File: config.mk
export PLATFORM = sky130hd
export DESIGN_NAME = product_accumulator_flat
export DESIGN_NICKNAME = d
export VERILOG_FILES = /design/src/rtl/mac_pkg.sv /design/src/rtl/product_accumulator_if.sv /design/src/rtl/product_accumulator_acc_adder.sv /design/src/rtl/product_accumulator.sv /design/src/flat_wrapper.sv
export SDC_FILE = /design/constraint.sdc
export NUM_CORES = 1
export LEC_CHECK = 0
export ABC_AREA = 0
export BUFFER_PORTS_ARGS = -buffer_cell sky130_fd_sc_hd__clkbuf_2
export CORE_MARGIN = 4
export CORE_UTILIZATION = 45
export CTS_CLUSTER_DIAMETER = 80
export DETAILED_ROUTE_END_ITERATION = 8
export PLACE_DENSITY = 0.7
export SYNTH_ARGS = -nofsm -noshare
export SYNTH_HDL_FRONTEND = slang
export SYNTH_SLANG_ARGS = --single-unit
File: constraint.sdc
create_clock -name clk -period 2.8 [get_ports clk]
set_input_delay 0.56 -clock clk [delete_from_list [all_inputs] [get_ports clk]]
set_output_delay 0.56 -clock clk [all_outputs]
set_load 0.005 [all_outputs]
File: src/rtl/mac_pkg.sv
// Shared definitions for the multiply-accumulate datapath: FSM states,
// default widths and a constant-evaluable clog2 for counter sizing.
package mac_pkg;

    typedef enum logic {
        ACCUM = 1'b0,
        HOLD  = 1'b1
    } state_e;

    localparam int unsigned PROD_W = 8;
    localparam int unsigned ACC_W  = 16;

    function automatic int unsigned clog2(input int unsigned v);
        int unsigned r;
        r = 0;
        for (int unsigned i = 0; i < 32; i++) begin
            if ((32'd1 << i) < v) r = i + 1;
        end
        return r;
    endfunction

endpackage

File: src/rtl/product_accumulator_if.sv
// Product-in / sum-out handshake bundle between the multiplier side and the
// accumulator; master is the producer/consumer, slave is the accumulator.
interface product_accumulator_if #(
    parameter int unsigned PROD_W = mac_pkg::PROD_W,
    parameter int unsigned ACC_W  = mac_pkg::ACC_W
);
    logic              clear;
    logic              in_valid;
    logic              in_ready;
    logic [PROD_W-1:0] in_p;
    logic              out_valid;
    logic              out_ready;
    logic [ACC_W-1:0]  out_sum;
    logic              out_overflow;
    logic              busy;

    modport master (
        output clear, in_valid, in_p, out_ready,
        input  in_ready, out_valid, out_sum, out_overflow, busy
    );

    modport slave (
        input  clear, in_valid, in_p, out_ready,
        output in_ready, out_valid, out_sum, out_overflow, busy
    );
endinterface

File: src/rtl/product_accumulator_acc_adder.sv
// Accumulator adder: ACC_W-bit sum of acc and zero-extended product,
// with the carry-out exposed for overflow tracking.
module acc_adder #(
    parameter int unsigned PROD_W = mac_pkg::PROD_W,
    parameter int unsigned ACC_W  = mac_pkg::ACC_W
) (
    input  logic [ACC_W-1:0]  acc,
    input  logic [PROD_W-1:0] p,
    output logic [ACC_W-1:0]  sum,
    output logic              carry
);
    logic [ACC_W:0] wide;

    always_comb begin
        wide  = {1'b0, acc} + {{(ACC_W + 1 - PROD_W){1'b0}}, p};
        sum   = wide[ACC_W-1:0];
        carry = wide[ACC_W];
    end
endmodule

File: src/rtl/product_accumulator.sv
// Sums batches of COUNT_N multiplier products and presents each sum, with a
// sticky wrap-overflow flag, on a held valid/ready output.
module product_accumulator #(
    parameter int unsigned PROD_W  = mac_pkg::PROD_W,
    parameter int unsigned ACC_W   = mac_pkg::ACC_W,
    parameter int unsigned COUNT_N = 4
) (
    input logic                  clk,
    input logic                  rst,
    product_accumulator_if.slave bus
);
    import mac_pkg::*;

    localparam int unsigned CNT_W = clog2(COUNT_N + 1);
    localparam logic [CNT_W-1:0] CNT_LAST = CNT_W'(COUNT_N - 1);

    state_e           state_q, state_d;
    logic [ACC_W-1:0] acc_q, acc_d;
    logic [CNT_W-1:0] cnt_q, cnt_d;
    logic             ovf_q, ovf_d;

    logic             accept;
    logic             deliver;
    logic [ACC_W-1:0] add_sum;
    logic             add_carry;

    acc_adder #(
        .PROD_W (PROD_W),
        .ACC_W  (ACC_W)
    ) u_acc_adder (
        .acc   (acc_q),
        .p     (bus.in_p),
        .sum   (add_sum),
        .carry (add_carry)
    );

    // Handshakes qualify on registered state only, so no input reaches an output.
    always_comb begin
        accept  = bus.in_valid && (state_q == ACCUM);
        deliver = bus.out_ready && (state_q == HOLD);
    end

    always_ff @(posedge clk or posedge rst) begin
        if (rst) begin
            state_q <= ACCUM;
            acc_q   <= '0;
            cnt_q   <= '0;
            ovf_q   <= 1'b0;
        end else begin
            state_q <= state_d;
            acc_q   <= acc_d;
            cnt_q   <= cnt_d;
            ovf_q   <= ovf_d;
        end
    end

    always_comb begin
        state_d = state_q;
        acc_d   = acc_q;
        cnt_d   = cnt_q;
        ovf_d   = ovf_q;
        unique case (state_q)
            ACCUM: begin
                if (accept) begin
                    acc_d = add_sum;
                    cnt_d = cnt_q + CNT_W'(1);
                    ovf_d = ovf_q | add_carry;
                    if (cnt_q == CNT_LAST) state_d = HOLD;
                end
            end
            HOLD: begin
                if (deliver) begin
                    state_d = ACCUM;
                    acc_d   = '0;
                    cnt_d   = '0;
                    ovf_d   = 1'b0;
                end
            end
            default: state_d = ACCUM;
        endcase
        // Abort overrides any accept or delivery in the same cycle.
        if (bus.clear) begin
            state_d = ACCUM;
            acc_d   = '0;
            cnt_d   = '0;
            ovf_d   = 1'b0;
        end
    end

    always_comb begin
        bus.in_ready     = (state_q == ACCUM);
        bus.out_valid    = (state_q == HOLD);
        bus.out_sum      = acc_q;
        bus.out_overflow = ovf_q;
        bus.busy         = (cnt_q != '0) || (state_q == HOLD);
    end
endmodule

File: src/flat_wrapper.sv
// flat-port wrapper written by rule: the top's interface ports become plain ports
module product_accumulator_flat import mac_pkg::*;
#(
    parameter int unsigned PROD_W  = mac_pkg::PROD_W,
    parameter int unsigned ACC_W   = mac_pkg::ACC_W,
    parameter int unsigned COUNT_N = 4
)
  (clk, rst, bus_clear, bus_in_valid, bus_in_p, bus_out_ready, bus_in_ready, bus_out_valid, bus_out_sum, bus_out_overflow, bus_busy);
  product_accumulator_if #(.PROD_W(PROD_W), .ACC_W(ACC_W)) bus_i ();
  input logic clk;
  input logic rst;
  input wire logic [$bits(bus_i.clear)-1:0] bus_clear;
  input wire logic [$bits(bus_i.in_valid)-1:0] bus_in_valid;
  input wire logic [$bits(bus_i.in_p)-1:0] bus_in_p;
  input wire logic [$bits(bus_i.out_ready)-1:0] bus_out_ready;
  output wire logic [$bits(bus_i.in_ready)-1:0] bus_in_ready;
  output wire logic [$bits(bus_i.out_valid)-1:0] bus_out_valid;
  output wire logic [$bits(bus_i.out_sum)-1:0] bus_out_sum;
  output wire logic [$bits(bus_i.out_overflow)-1:0] bus_out_overflow;
  output wire logic [$bits(bus_i.busy)-1:0] bus_busy;
  assign bus_i.clear = bus_clear;
  assign bus_i.in_valid = bus_in_valid;
  assign bus_i.in_p = bus_in_p;
  assign bus_i.out_ready = bus_out_ready;
  assign bus_in_ready = bus_i.in_ready;
  assign bus_out_valid = bus_i.out_valid;
  assign bus_out_sum = bus_i.out_sum;
  assign bus_out_overflow = bus_i.out_overflow;
  assign bus_busy = bus_i.busy;
  product_accumulator #(.PROD_W(PROD_W), .ACC_W(ACC_W), .COUNT_N(COUNT_N)) u_core (.clk(clk), .rst(rst), .bus(bus_i));
endmodule
# --- After elaboration in Yosys (flattened, before gate mapping) ---
# Index checks and enable logic that the tools add are counted.
word_totals:
  reg_bits: 21
classes:
  n_mux: 17
  reduce_logical: 5
  n_addsub: 2
  eq_ne: 3
  n_bitwise: 2
op_table:
  columns: ["cell", "n"]
  rows:
  - ["16-bit 2-to-1 mux", 3]
  - ["16-bit case mux with 2 select lines", 1]
  - ["16-bit by 8-bit adder with 17-bit output", 1]
  - ["3-bit 2-to-1 mux", 3]
  - ["1-bit 2-to-1 mux", 7]
  - ["3-bit case mux with 2 select lines", 1]
  - ["1-bit case mux with 2 select lines", 2]
  - ["3-bit by 1-bit adder with 3-bit output (second input constant)", 1]
  - ["3-bit by 2-bit equality test with 1-bit output (second input constant)", 1]
  - ["3-bit by 2-bit inequality test with 1-bit output (second input constant)", 1]
  - ["3-bit inequality test (second input constant)", 1]
  - ["3-bit nonzero test", 1]
  - ["1-bit logical AND", 2]
  - ["2-bit AND reduction", 1]
  - ["1-bit logical OR", 1]
  - ["1-bit inverter", 1]
  - ["1-bit OR", 1]

# --- Longest topological paths before layout ---
depth:
  ltp_word: 5
  mapped_depth: 8

# --- Hierarchy ---
# From an unflattened synthesis, not the netlist that was laid out.
hier_totals:
  cells_unflattened: 186
  hier_area_um2: 1724.2
modules_own_cells:
  columns: ["module", "cells_per_inst", "area_each_um2", "n_inst"]
  rows:
  - ["product_accumulator", 102, 1129.8, 1]
  - ["acc_adder", 84, 594.3, 1]

# --- Worst setup path before layout ---
# Ideal clock, no wire load.
synth_path:
  kind: "input port to flip-flop"
  start: "input port bus_in_p[0]"
  end: "register u_core.acc_q[12], in the netlist u_core.bus.out_sum[12]"
  path_stages: 8
  path_buffers: 0
  arrival_time_ps: 2114
  setup_slack_ps: 566
  required_time_ps: 2680
  setup_ps: 120
  cell_sequence: "ha_1 > inv_1 > fa_1 > nand2b_1 > a21o_1 > a211oi_2 > a31oi_1 > a41o_1"
synth_via:
  elab_chain_cells: 4
synth_lines:
  columns: ["element", "line", "rtl"]
  rows:
  - ["start: declaration", "flat_wrapper.sv:14", "input wire logic [$bits(bus_i.in_p)-1:0] bus_in_p;"]
  - ["16-bit by 8-bit adder with 17-bit output", "product_accumulator_acc_adder.sv:15", "wide = {1'b0, acc} + {{(ACC_W + 1 - PROD_W){1'b0}}, p};"]
  - ["16-bit 2-to-1 mux", "product_accumulator.sv:64", "if (accept) begin"]
  - ["16-bit case mux with 2 select lines", "product_accumulator.sv:62", "unique case (state_q)"]
  - ["16-bit 2-to-1 mux", "product_accumulator.sv:82", "if (bus.clear) begin"]
  - ["end signal: assignment", "product_accumulator.sv:46", "acc_q <= '0;"]
  - ["end signal: assignment", "product_accumulator.sv:51", "acc_q <= acc_d;"]
  - ["end: declaration", "product_accumulator.sv:18", "logic [ACC_W-1:0] acc_q, acc_d;"]
# Every way passes these cells. The select of a mux whose other input is x is not followed.
# A chain may end at the register's enable or synchronous reset.

# --- Worst setup path in the final report ---
layout_path:
  start: "register u_core.acc_q[0], in the netlist u_core.bus.out_sum[0]"
  end: "register u_core.acc_q[12], in the netlist u_core.bus.out_sum[12]"
layout_via:
  elab_chain_cells: 4
layout_lines:
  columns: ["element", "line"]
  rows:
  - ["16-bit by 8-bit adder with 17-bit output", "product_accumulator_acc_adder.sv:15"]
  - ["16-bit 2-to-1 mux", "product_accumulator.sv:64"]
  - ["16-bit case mux with 2 select lines", "product_accumulator.sv:62"]
  - ["16-bit 2-to-1 mux", "product_accumulator.sv:82"]
# Every way passes these cells. The select of a mux whose other input is x is not followed.

==> impl_metrics.yaml <==
outcome:
  status: "finished clean"
clock_tree:
  clk_latency_ps: 320
  post_cts.repair.setup_buffers: 0
  cts_root_buf: "clkbuf_4"
  holdBufCountCts: 0
  tritoncts: "done"
  clk_pin_slew_ps: 130
  htreeDepth: 1
  cts_made_buffers: 3
  cts-resized-gates: 0
  ctsLongestPathBuffers: 2
  clock_sinks: 21
yosys:
  synth-adder-area-share_pct: 12.23
  muxShareOfSynthArea_pct: 0
  synth_seq_cells: 21
  synth_top_family_by_area: "compound AO/OA/AOI/OAI gates"
  synth_ff_type: "dfrtp_1"
  synth_area_um2: 1289
  yosys_warnings: 0
  async_flop_share_pct: 100.0
  ys_seq_area_share_pct: 40.78
  synthCells: 141
  synth_cell_type_count: 33
  synth_edf_count: 0
  post_synth.cell_area_avg_um2: 9.140
  synth_compound_area_share_pct: 24.76
  syn_nets: 166
  yosys.area_share.xor_xnor_pct: 4.078
  synth-simple-area-share_pct: 14.95
detailed_routing:
  ant_nets: 0
  drtIter0Drc: 79
  drt-wirelength-per-cell_um: 14.21
  firstDrtPassIters: 4
  drc: 0
  routed_wl_um: 2942
  viasPerCell: 5.700
  num_vias: 1180
cells_and_area:
  antennaDiodeCount: 0
  num-fill-cells: 273
  layout.nets: 202
  synthToLayoutAreaGrowth_pct: 17.48
  drive_gt1_share_pct: 21.59
  finalInstanceArea_um2: 1514
sta:
  relSlewSlack_pct: 46.17
  hold_violations: 0
  max_freq_mhz: 440.9
  setup_viol: 0
  fin_setup_tns_ps: 0
  slew_violations: 0
  hold_slack_ps: 352.8
  min_period_over_period_pct: 81.01
  finClkSkew_ps: 5.101
  worst_pin_slew_ps: 806.6
  rsz0062_at_grt: "no"
  min_period_ps: 2268
  setup_ws_ps: 531.8
power_and_ir_drop:
  p_leak_nw: 0.7744
  netSwitchingFraction_pct: 34.55
  p_switching_uw: 252.3
  vdd_drop_max_uv: 258.0
  clkPwrFrac_pct: 21.7
  pwr-share-seq_pct: 47.4
  combPwrFrac_pct: 30.9
  p_per_area_nw_per_um2: 482.4
  internal_power_uw: 478.0
worst_setup_path:
  startpoint_type: "flop"
  cp_max_fo: 5
  critical_path_required_ps: 3020
  cpMaxStageDelayCell: "dfrtp_1"
  crit_chain: "ha_1 > inv_1 > fa_1 > nand2b_1 > a21o_1 > a211oi_2 > a31oi_1 > a41o_1"
  endpoint_kind: "flop"
  cpLargestDelayFamily: "compound AO/OA/AOI/OAI gates"
  cp.arrival_ps: 2490
  critical_path_buf_inv_count: 1
  path_class: "reg2reg"
  critPathMaxStageDelay_ps: 390
floorplanning:
  start_util_pct: 46.73
  rows: 19
  die_x_um: 61.52
  dieHeight_um: 61.52
  io_pins: 33
  dieArea_um2: 3784
  core-area_um2: 2758
global_routing:
  grt_overflow: 0
  grt_max_degree: 22
  antenna_found_initial: 0
  grt_use_total_pct: 17.31
  grt_pass1_wl_um: 4912
  first_global_vias: 1156
placed_design:
  place_ws_ps: 301.6
  io_buffer_count: 32
  placed_area_um2: 1488
  gp_congestion: 0.8125
  hpwl_um: 2246
worst_hold_path:
  hp-class: "in2async"
job:
  cap_violations: 0
registers in the layout, summed over array words and instances (netlist names):
name                     count
u_core.bus.out_sum          16
u_core.cnt_q                 3
u_core.bus.out_overflow      1
u_core.bus.out_valid         1
logic make-up after synthesis:
family	Yosys count
adders and majority gates	12
DFF	21
xor gates and xnor gates	6
and+or+nand+nor	43
buffers and inverters	11
AOI/OAI and AO/OA	48
cell type report:
type	count	area [µm²]	share of cell area, %
Clock buffer	4	26.28	1.736
Inverter	9	33.78	2.231
Multi-Input combinational cell	109	721.9	47.69
Sequential cell	21	525.5	34.71
Tap cell	31	38.79	2.562
Timing Repair Buffer	33	167.7	11.07
power groups by stage:
stage,registers (mW),clock network (mW),logic [mW]
floorplan,0.351,0,0.158
global placement,0.351,0,0.221
detailed placement,0.352,0,0.226
CTS,0.347,0.161,0.227
global route,0.350,0.178,0.258
finish,0.346,0.159,0.226
final timing paths:
| path | from | to | slack, ps | depth (start not counted) |
|---|---|---|---|---|
| setup / recovery | u_core.bus.out_sum[0] | u_core.bus.out_sum[12] | 530 | 8 |
| hold / removal | rst | u_core.cnt_q[0] | 350 | 2 |
| setup reg to reg | u_core.bus.out_sum[0] | u_core.bus.out_sum[12] | 530 | 8 |
| hold reg to reg | u_core.cnt_q[2] | u_core.cnt_q[2] | 500 | 2 |
| max in group asynchronous | rst | u_core.bus.out_sum[13] | 1940 | 2 |
| min in group clk | u_core.cnt_q[2] | u_core.cnt_q[2] | 500 | 2 |
cells in the mapped netlist (4+ instances only):
| cell | count | area [µm²] |
|---|---|---|
| o21ai_0 | 5 | 25.02 |
| a21o_1 | 4 | 30.03 |
| nand2_1 | 19 | 71.32 |
| nor2_1 | 10 | 37.54 |
| ha_1 | 11 | 137.6 |
| a31oi_1 | 4 | 25.02 |
| dfrtp_1 | 21 | 525.5 |
| nand3_1 | 6 | 30.03 |
| a21oi_1 | 11 | 55.05 |
| o21ai_1 | 6 | 30.03 |
| inv_1 | 9 | 33.78 |
cell usage in the layout, fill, tap and decap left out, drive strengths merged, types with 3 or more instances in the layout:
cell type	Yosys	routed
a31oi	4	4
nor2	10	10
nand2b	3	3
a21o	4	4
xor2	3	3
nand2	19	19
dfrtp	21	21
o21ai	11	11
xnor2	3	3
nand3	6	6
a21oi	12	12
a211oi	3	3
clkbuf	2	36
inv	9	9
o211ai	3	3
ha	11	11
per-layer routing:
layer	track usage, %	wire length [µm]	part of all wire (%)
met5	0	0	0
met4	6.970	39	1.3
met2	28.85	1420	48
met1	21.52	1318	45
met3	3.983	164	5.6
through the flow:
stage               std cells  utilization, %  power, mW
detailed placement        203           53.95     0.5780
global route              207           54.90     0.7867
finish                    207           54.90     0.7303
global placement          203           53.95     0.5715
CTS                       207           54.90     0.7353
floorplan                 141               -     0.5089
(Power assumes the default switching activity.)
